===== config.mk =====
export PLATFORM = sky130hd
export DESIGN_NAME = memory_arbiter_flat
export DESIGN_NICKNAME = d
export VERILOG_FILES = /design/src/rtl/memory_arbiter_if.sv /design/src/rtl/memory_arbiter.sv /design/src/flat_wrapper.sv
export SDC_FILE = /design/constraint.sdc
export NUM_CORES = 1
export LEC_CHECK = 0
export ABC_AREA = 1
export BUFFER_PORTS_ARGS = -buffer_cell sky130_fd_sc_hd__buf_4
export CORE_ASPECT_RATIO = 0.5
export CORE_MARGIN = 4
export CORE_UTILIZATION = 52
export DETAILED_ROUTE_END_ITERATION = 12
export PLACE_DENSITY = 0.86
export SLEW_MARGIN = 5
export SYNTH_ARGS = -nofsm -noshare
export SYNTH_HDL_FRONTEND = slang
export SYNTH_SLANG_ARGS = --single-unit
export TNS_END_PERCENT = 1

===== constraint.sdc =====
create_clock -name clk -period 4.14 [get_ports clk]
set_input_delay 0.828 -clock clk [delete_from_list [all_inputs] [get_ports clk]]
set_output_delay 0.828 -clock clk [all_outputs]
set_load 0.01 [all_outputs]

===== src/rtl/memory_arbiter_if.sv =====
// Bus bundle for memory_arbiter: fetch port, data port and the shared memory port.
// The arbiter uses the slave modport; the requesters and the memory use master.
interface memory_arbiter_if #(
    parameter int ADDR_W = 32,
    parameter int DATA_W = 32
);
    logic              if_req;
    logic [ADDR_W-1:0] if_addr;
    logic              if_ack;
    logic [DATA_W-1:0] if_rdata;
    logic              if_err;

    logic              d_req;
    logic              d_we;
    logic [1:0]        d_width;
    logic [ADDR_W-1:0] d_addr;
    logic [DATA_W-1:0] d_wdata;
    logic              d_ack;
    logic [DATA_W-1:0] d_rdata;
    logic              d_err;

    logic              mem_re;
    logic              mem_we;
    logic [1:0]        mem_width;
    logic [ADDR_W-1:0] mem_addr;
    logic [DATA_W-1:0] mem_wdata;
    logic [DATA_W-1:0] mem_rdata;

    modport slave (
        input  if_req, if_addr,
        output if_ack, if_rdata, if_err,
        input  d_req, d_we, d_width, d_addr, d_wdata,
        output d_ack, d_rdata, d_err,
        output mem_re, mem_we, mem_width, mem_addr, mem_wdata,
        input  mem_rdata
    );

    modport master (
        output if_req, if_addr,
        input  if_ack, if_rdata, if_err,
        output d_req, d_we, d_width, d_addr, d_wdata,
        input  d_ack, d_rdata, d_err,
        input  mem_re, mem_we, mem_width, mem_addr, mem_wdata,
        output mem_rdata
    );
endinterface


===== src/rtl/memory_arbiter.sv =====
// Two-port (fetch / data) arbiter onto a single memory port with fixed read latency.
// Data normally wins; fetch is forced through after losing two arbitrations in a row.
module memory_arbiter #(
    parameter int ADDR_W = 32,
    parameter int DATA_W = 32,
    parameter int RD_LAT = 1
) (
    input  logic                 clk,
    input  logic                 rst_n,
    memory_arbiter_if.slave      bus,
    output logic                 busy
);

    typedef enum logic [1:0] {
        IDLE  = 2'd0,
        ISSUE = 2'd1,
        WAIT  = 2'd2,
        RESP  = 2'd3
    } state_t;

    localparam logic [3:0] WAIT_LOAD = 4'(RD_LAT - 1);

    state_t            state;
    state_t            state_nxt;

    logic              grant_fetch;
    logic              lat_we;
    logic [1:0]        lat_width;
    logic [ADDR_W-1:0] lat_addr;
    logic [DATA_W-1:0] lat_wdata;
    logic              lat_err;
    logic [3:0]        wait_cnt;
    logic [1:0]        loss_cnt;
    logic [DATA_W-1:0] if_rdata_q;
    logic [DATA_W-1:0] d_rdata_q;

    logic              any_req;
    logic              fetch_win;
    logic              req_err;

    function automatic logic data_bad(input logic [1:0] width, input logic [1:0] lo);
        logic bad;
        bad = 1'b0;
        case (width)
            2'd1:    bad = lo[0];
            2'd2:    bad = (lo != 2'd0);
            2'd3:    bad = 1'b1;
            default: bad = 1'b0;
        endcase
        return bad;
    endfunction

    // Fetch only beats a concurrent data request once it has been starved twice.
    always_comb begin
        any_req   = bus.if_req | bus.d_req;
        fetch_win = bus.if_req & (~bus.d_req | (loss_cnt >= 2'd2));
        if (fetch_win) begin
            req_err = (bus.if_addr[1:0] != 2'd0);
        end else begin
            req_err = data_bad(bus.d_width, bus.d_addr[1:0]);
        end
    end

    always_ff @(posedge clk or negedge rst_n) begin
        if (!rst_n) begin
            state <= IDLE;
        end else begin
            state <= state_nxt;
        end
    end

    always_comb begin
        state_nxt = state;
        case (state)
            IDLE: begin
                if (any_req) begin
                    state_nxt = req_err ? RESP : ISSUE;
                end
            end
            ISSUE: begin
                state_nxt = lat_we ? RESP : WAIT;
            end
            WAIT: begin
                if (wait_cnt == 4'd0) begin
                    state_nxt = RESP;
                end
            end
            RESP: begin
                state_nxt = IDLE;
            end
            default: begin
                state_nxt = IDLE;
            end
        endcase
    end

    // Request latching, loss tracking, latency counting and read-data capture.
    always_ff @(posedge clk or negedge rst_n) begin
        if (!rst_n) begin
            grant_fetch <= 1'b0;
            lat_we      <= 1'b0;
            lat_width   <= 2'd0;
            lat_addr    <= '0;
            lat_wdata   <= '0;
            lat_err     <= 1'b0;
            wait_cnt    <= 4'd0;
            loss_cnt    <= 2'd0;
            if_rdata_q  <= '0;
            d_rdata_q   <= '0;
        end else begin
            case (state)
                IDLE: begin
                    if (any_req) begin
                        grant_fetch <= fetch_win;
                        lat_err     <= req_err;
                        if (fetch_win) begin
                            lat_we    <= 1'b0;
                            lat_width <= 2'd2;
                            lat_addr  <= bus.if_addr;
                            lat_wdata <= '0;
                            loss_cnt  <= 2'd0;
                        end else begin
                            lat_we    <= bus.d_we;
                            lat_width <= bus.d_width;
                            lat_addr  <= bus.d_addr;
                            lat_wdata <= bus.d_wdata;
                            if (bus.if_req) begin
                                loss_cnt <= loss_cnt + 2'd1;
                            end
                        end
                        // An error completion reports zero read data on the winning port.
                        if (req_err) begin
                            if (fetch_win) begin
                                if_rdata_q <= '0;
                            end else begin
                                d_rdata_q <= '0;
                            end
                        end
                    end
                end
                ISSUE: begin
                    if (!lat_we) begin
                        wait_cnt <= WAIT_LOAD;
                    end
                end
                WAIT: begin
                    if (wait_cnt == 4'd0) begin
                        if (grant_fetch) begin
                            if_rdata_q <= bus.mem_rdata;
                        end else begin
                            d_rdata_q <= bus.mem_rdata;
                        end
                    end else begin
                        wait_cnt <= wait_cnt - 4'd1;
                    end
                end
                default: begin
                end
            endcase
        end
    end

    always_comb begin
        bus.mem_re    = (state == ISSUE) & ~lat_we;
        bus.mem_we    = (state == ISSUE) &  lat_we;
        bus.mem_width = lat_width;
        bus.mem_addr  = lat_addr;
        bus.mem_wdata = lat_wdata;

        bus.if_ack    = (state == RESP) &  grant_fetch;
        bus.d_ack     = (state == RESP) & ~grant_fetch;
        bus.if_err    = (state == RESP) &  grant_fetch & lat_err;
        bus.d_err     = (state == RESP) & ~grant_fetch & lat_err;
        bus.if_rdata  = if_rdata_q;
        bus.d_rdata   = d_rdata_q;

        busy          = (state != IDLE);
    end

endmodule


===== src/flat_wrapper.sv =====
// flat-port wrapper written by rule: the top's interface ports become plain ports
module memory_arbiter_flat 
#(
    parameter int ADDR_W = 32,
    parameter int DATA_W = 32,
    parameter int RD_LAT = 1
)
  (clk, rst_n, busy, bus_if_req, bus_if_addr, bus_if_ack, bus_if_rdata, bus_if_err, bus_d_req, bus_d_we, bus_d_width, bus_d_addr, bus_d_wdata, bus_d_ack, bus_d_rdata, bus_d_err, bus_mem_re, bus_mem_we, bus_mem_width, bus_mem_addr, bus_mem_wdata, bus_mem_rdata);
  memory_arbiter_if #(.ADDR_W(ADDR_W), .DATA_W(DATA_W)) bus_i ();
  input  logic clk;
  input  logic rst_n;
  output logic busy;
  input wire logic [$bits(bus_i.if_req)-1:0] bus_if_req;
  input wire logic [$bits(bus_i.if_addr)-1:0] bus_if_addr;
  output wire logic [$bits(bus_i.if_ack)-1:0] bus_if_ack;
  output wire logic [$bits(bus_i.if_rdata)-1:0] bus_if_rdata;
  output wire logic [$bits(bus_i.if_err)-1:0] bus_if_err;
  input wire logic [$bits(bus_i.d_req)-1:0] bus_d_req;
  input wire logic [$bits(bus_i.d_we)-1:0] bus_d_we;
  input wire logic [$bits(bus_i.d_width)-1:0] bus_d_width;
  input wire logic [$bits(bus_i.d_addr)-1:0] bus_d_addr;
  input wire logic [$bits(bus_i.d_wdata)-1:0] bus_d_wdata;
  output wire logic [$bits(bus_i.d_ack)-1:0] bus_d_ack;
  output wire logic [$bits(bus_i.d_rdata)-1:0] bus_d_rdata;
  output wire logic [$bits(bus_i.d_err)-1:0] bus_d_err;
  output wire logic [$bits(bus_i.mem_re)-1:0] bus_mem_re;
  output wire logic [$bits(bus_i.mem_we)-1:0] bus_mem_we;
  output wire logic [$bits(bus_i.mem_width)-1:0] bus_mem_width;
  output wire logic [$bits(bus_i.mem_addr)-1:0] bus_mem_addr;
  output wire logic [$bits(bus_i.mem_wdata)-1:0] bus_mem_wdata;
  input wire logic [$bits(bus_i.mem_rdata)-1:0] bus_mem_rdata;
  assign bus_i.if_req = bus_if_req;
  assign bus_i.if_addr = bus_if_addr;
  assign bus_if_ack = bus_i.if_ack;
  assign bus_if_rdata = bus_i.if_rdata;
  assign bus_if_err = bus_i.if_err;
  assign bus_i.d_req = bus_d_req;
  assign bus_i.d_we = bus_d_we;
  assign bus_i.d_width = bus_d_width;
  assign bus_i.d_addr = bus_d_addr;
  assign bus_i.d_wdata = bus_d_wdata;
  assign bus_d_ack = bus_i.d_ack;
  assign bus_d_rdata = bus_i.d_rdata;
  assign bus_d_err = bus_i.d_err;
  assign bus_mem_re = bus_i.mem_re;
  assign bus_mem_we = bus_i.mem_we;
  assign bus_mem_width = bus_i.mem_width;
  assign bus_mem_addr = bus_i.mem_addr;
  assign bus_mem_wdata = bus_i.mem_wdata;
  assign bus_i.mem_rdata = bus_mem_rdata;
  memory_arbiter #(.ADDR_W(ADDR_W), .DATA_W(DATA_W), .RD_LAT(RD_LAT)) u_core (.clk(clk), .rst_n(rst_n), .bus(bus_i), .busy(busy));
endmodule

==> metrics.csv <==
stage,metric,value,unit
outcome,status,"complete, no violations",
logic_synthesis,ys_warn_count,0,
layout,layout-drive-gt1-share,30.8,%
clocking,clk_transition_reported_paths,0.07,ns
sta,layout_min_cycle_time,3.06,ns
sta,hold_viol_final,0,
die,die_h,86.4,µm
sta,hold-worst-slack,0.475,ns
placement,port_buffers,271,
pwr,ir_drop,0.454,mV
sta,max_slew_margin,23.6,%
pwr,power_density,818,nW/µm²
clocking,ctsResizeCount,0,
grt,grt_pass1_vias,6109,
route,ant_nets,0,
worst_hold_path,hp-class,register to register,
clocking,numCtsBuffers,17,
clocking,htree_levels,4,
critical_path,critPathCaptureType,register,
clocking,cts_max_path_buffers,2,
clocking,clk_latency,0.42,ns
grt,grt_max_degree,130,
layout,diodes,0,
sta,skew,0.0134,ns
grt,grt_overflow,0,
layout,syn2layout_area_growth,41.0,%
layout,n_fill_cell,874,
sta,rsz0062_at_grt,no,
clocking,cts_tree,built,
sta,timing.fmax,0.327,GHz
route,drc,0,
critical_path,cp.required,4.47,ns
critical_path,arrival,3.39,ns
logic_synthesis,synth_cell_types,25,
critical_path,crit_path_start_kind,register,
grt,grt_usage,26.4,%
critical_path,crit_type,register to register,
grt,grt_pass1_wl,30000,µm
clocking,post-cts-setup-buffer-count,0,
grt,antenna_found_initial,0,
route,wl_per_cell,15.9,µm
placement,gp_congestion,0.815,
logic_synthesis,netlist_area,6390,µm²
route,drtIter0Drc,529,
pwr,p_leak,5.08,nW
logic_synthesis,synthesis.nets,916,
layout,regArea,3530,µm²
die,dieArea,14200,µm²
clocking,root_buffer,clkbuf_16,
route,viasPerCell,5.21,
route,drt-total-wl,19000,µm
sta,fin_crit_sh,74.0,%
logic_synthesis,synth_seq_cells,141,
sta,setup_viol,0,
route,drtPass1Iterations,5,
clocking,cts.sinks,141,
route,vias,6227,
logic_synthesis,synthCells,774,
sta,maxSlewViolCount,0,
sta,setup_tns,0,ns
logic_synthesis,ys_seq_area_share,55.2,%
die,core_area,11900,µm²
clocking,cts_hold_buf,0,
placement,hpwlAfterDp,12800,µm
layout,finalNetCount,1160,
logic_synthesis,avgSynthCellArea,8.26,µm²
die,die_x,165,µm
sta,worstMarginPinSlew,1.14,ns
flow_run,maxCapViolCount,0,
critical_path,cp_max_fo,55,
die,std_cell_rows,28,
layout,multi_input_area,2370,µm²
die,pin_count,272,
die,initial_core_util,53.6,%
cells in the final DEF, fill, tap and decap left out, types with 2 or more instances in the layout:
cell	count
a21oi_1	4
a31oi_1	33
buf_4	275
bufinv_16	3
clkbuf_16	17
clkinv_4	3
clkinvlp_4	3
dfrtp_1	141
ha_1	7
inv_1	54
inv_6	5
nand2_1	281
nand2_2	5
nand3_1	102
nor2_1	42
nor2_4	4
o21ai_0	41
xor2_1	2
kinds of logic after synthesis:
| family | share of synthesized area, % |
|---|---|
| XOR/XNOR | 0.274 |
| buffers and inverters | 7.71 |
| flip-flops | 55.2 |
| AND/OR/NAND/NOR | 28.3 |
| AO/OA/AOI/OAI | 7.17 |
| adder cells (fa/ha/maj) | 1.37 |
stage by stage:
stage | power (W) | area [µm²] | cells | util [%] | worst slack, ns
after floorplan | 0.00437 | 6390 | 774 | - | 2.11
after global placement | 0.00562 | 8390 | 1164 | 70.4 | 1.19
after detailed placement | 0.00575 | 8390 | 1164 | 70.4 | 1.13
after CTS | 0.00739 | 9010 | 1196 | 75.7 | 1.10
after global routing | 0.00786 | 9010 | 1196 | 75.7 | 0.741
final | 0.00737 | 9010 | 1196 | 75.7 | 1.08
report_power, final:
group	internal (W)	switching (W)
sequential	0.00200	0.000359
combinational	0.00134	0.00207
clock	0.000976	0.000630
critical path, cell delays in order, from the launching register on:
cell	delay (ns)
dfrtp_1	0.41
inv_1	0.13
ha_1	0.32
inv_2	0.31
nor2_4	0.96
buf_4	0.57
nor2_1	0.08
a31oi_1	0.17
state kept, by name, summed over array words and instances, names as in the netlist:
signal                cells
u_core.bus.d_rdata       32
u_core.bus.if_rdata      32
u_core.bus.mem_addr      32
u_core.bus.mem_wdata     32
u_core.bus.mem_width      2
u_core.grant_fetch        1
u_core.lat_err            1
u_core.lat_we             1
u_core.loss_cnt           2
u_core.state              2
u_core.wait_cnt           4
routing by layer:
metal / routed length [µm] / vias to the layer above / part of all wire (%) / global-route usage, %
li1: - / 2963 / - / -
met2: 9800 / 249 / 52 / 46.6
met5: 0 / - / 0 / 0
met1: 7400 / 2977 / 39 / 32.1
met4: 405 / 0 / 2.1 / 9.28
met3: 1370 / 38 / 7.2 / 6.51
Yosys cell counts:
master,number,share of area (%)
buf_2,25,2.0
nor2_4,3,0.53
nor2_1,42,2.5
nand2_2,5,0.49
buf_6,7,1.2
a31oi_1,33,3.2
inv_2,1,0.059
clkbuf_1,12,0.70
o211ai_1,1,0.12
xor2_1,2,0.27
a21oi_1,4,0.31
nand3_1,102,8.0
ha_1,7,1.4
nand2_1,281,17
o21ai_0,41,3.2
nand4_1,1,0.098
buf_4,3,0.35
nor3_1,1,0.078
inv_1,54,3.2
a22oi_1,1,0.12
buf_1,4,0.23
dfrtp_1,141,55
nor2_2,1,0.098
o22ai_1,1,0.098
o21ai_1,1,0.078
worst paths after layout:
| path | depth (start not counted) | from | endpoint | slack (ns) |
|---|---|---|---|---|
| max | 7 | u_core.state[1]$_DFFE_PN0P_ | u_core.bus.mem_addr[23]$_DFFE_PN0P_ | 1.08 |
| min | 2 | u_core.bus.if_rdata[28]$_DFFE_PN0P_ | u_core.bus.if_rdata[28]$_DFFE_PN0P_ | 0.47 |
| max reg2reg | 7 | u_core.state[1]$_DFFE_PN0P_ | u_core.bus.mem_addr[23]$_DFFE_PN0P_ | 1.08 |
| min reg2reg | 2 | u_core.bus.if_rdata[28]$_DFFE_PN0P_ | u_core.bus.if_rdata[28]$_DFFE_PN0P_ | 0.47 |
| max in group asynchronous | 2 | rst_n | u_core.bus.mem_wdata[31]$_DFFE_PN0P_ | 2.69 |
| min in group asynchronous | 1 | rst_n | u_core.bus.if_rdata[29]$_DFFE_PN0P_ | 0.61 |
area by class of cell:
class,count,share of cell area (%)
clock inverter,14,2.03
sequential,141,39.2
timing repair buffer,276,23.0
multi-input combinational,527,26.3
clock buffer,18,4.87
inverter,55,2.29
tap,165,2.29
Power figures use the tool's default switching activity.
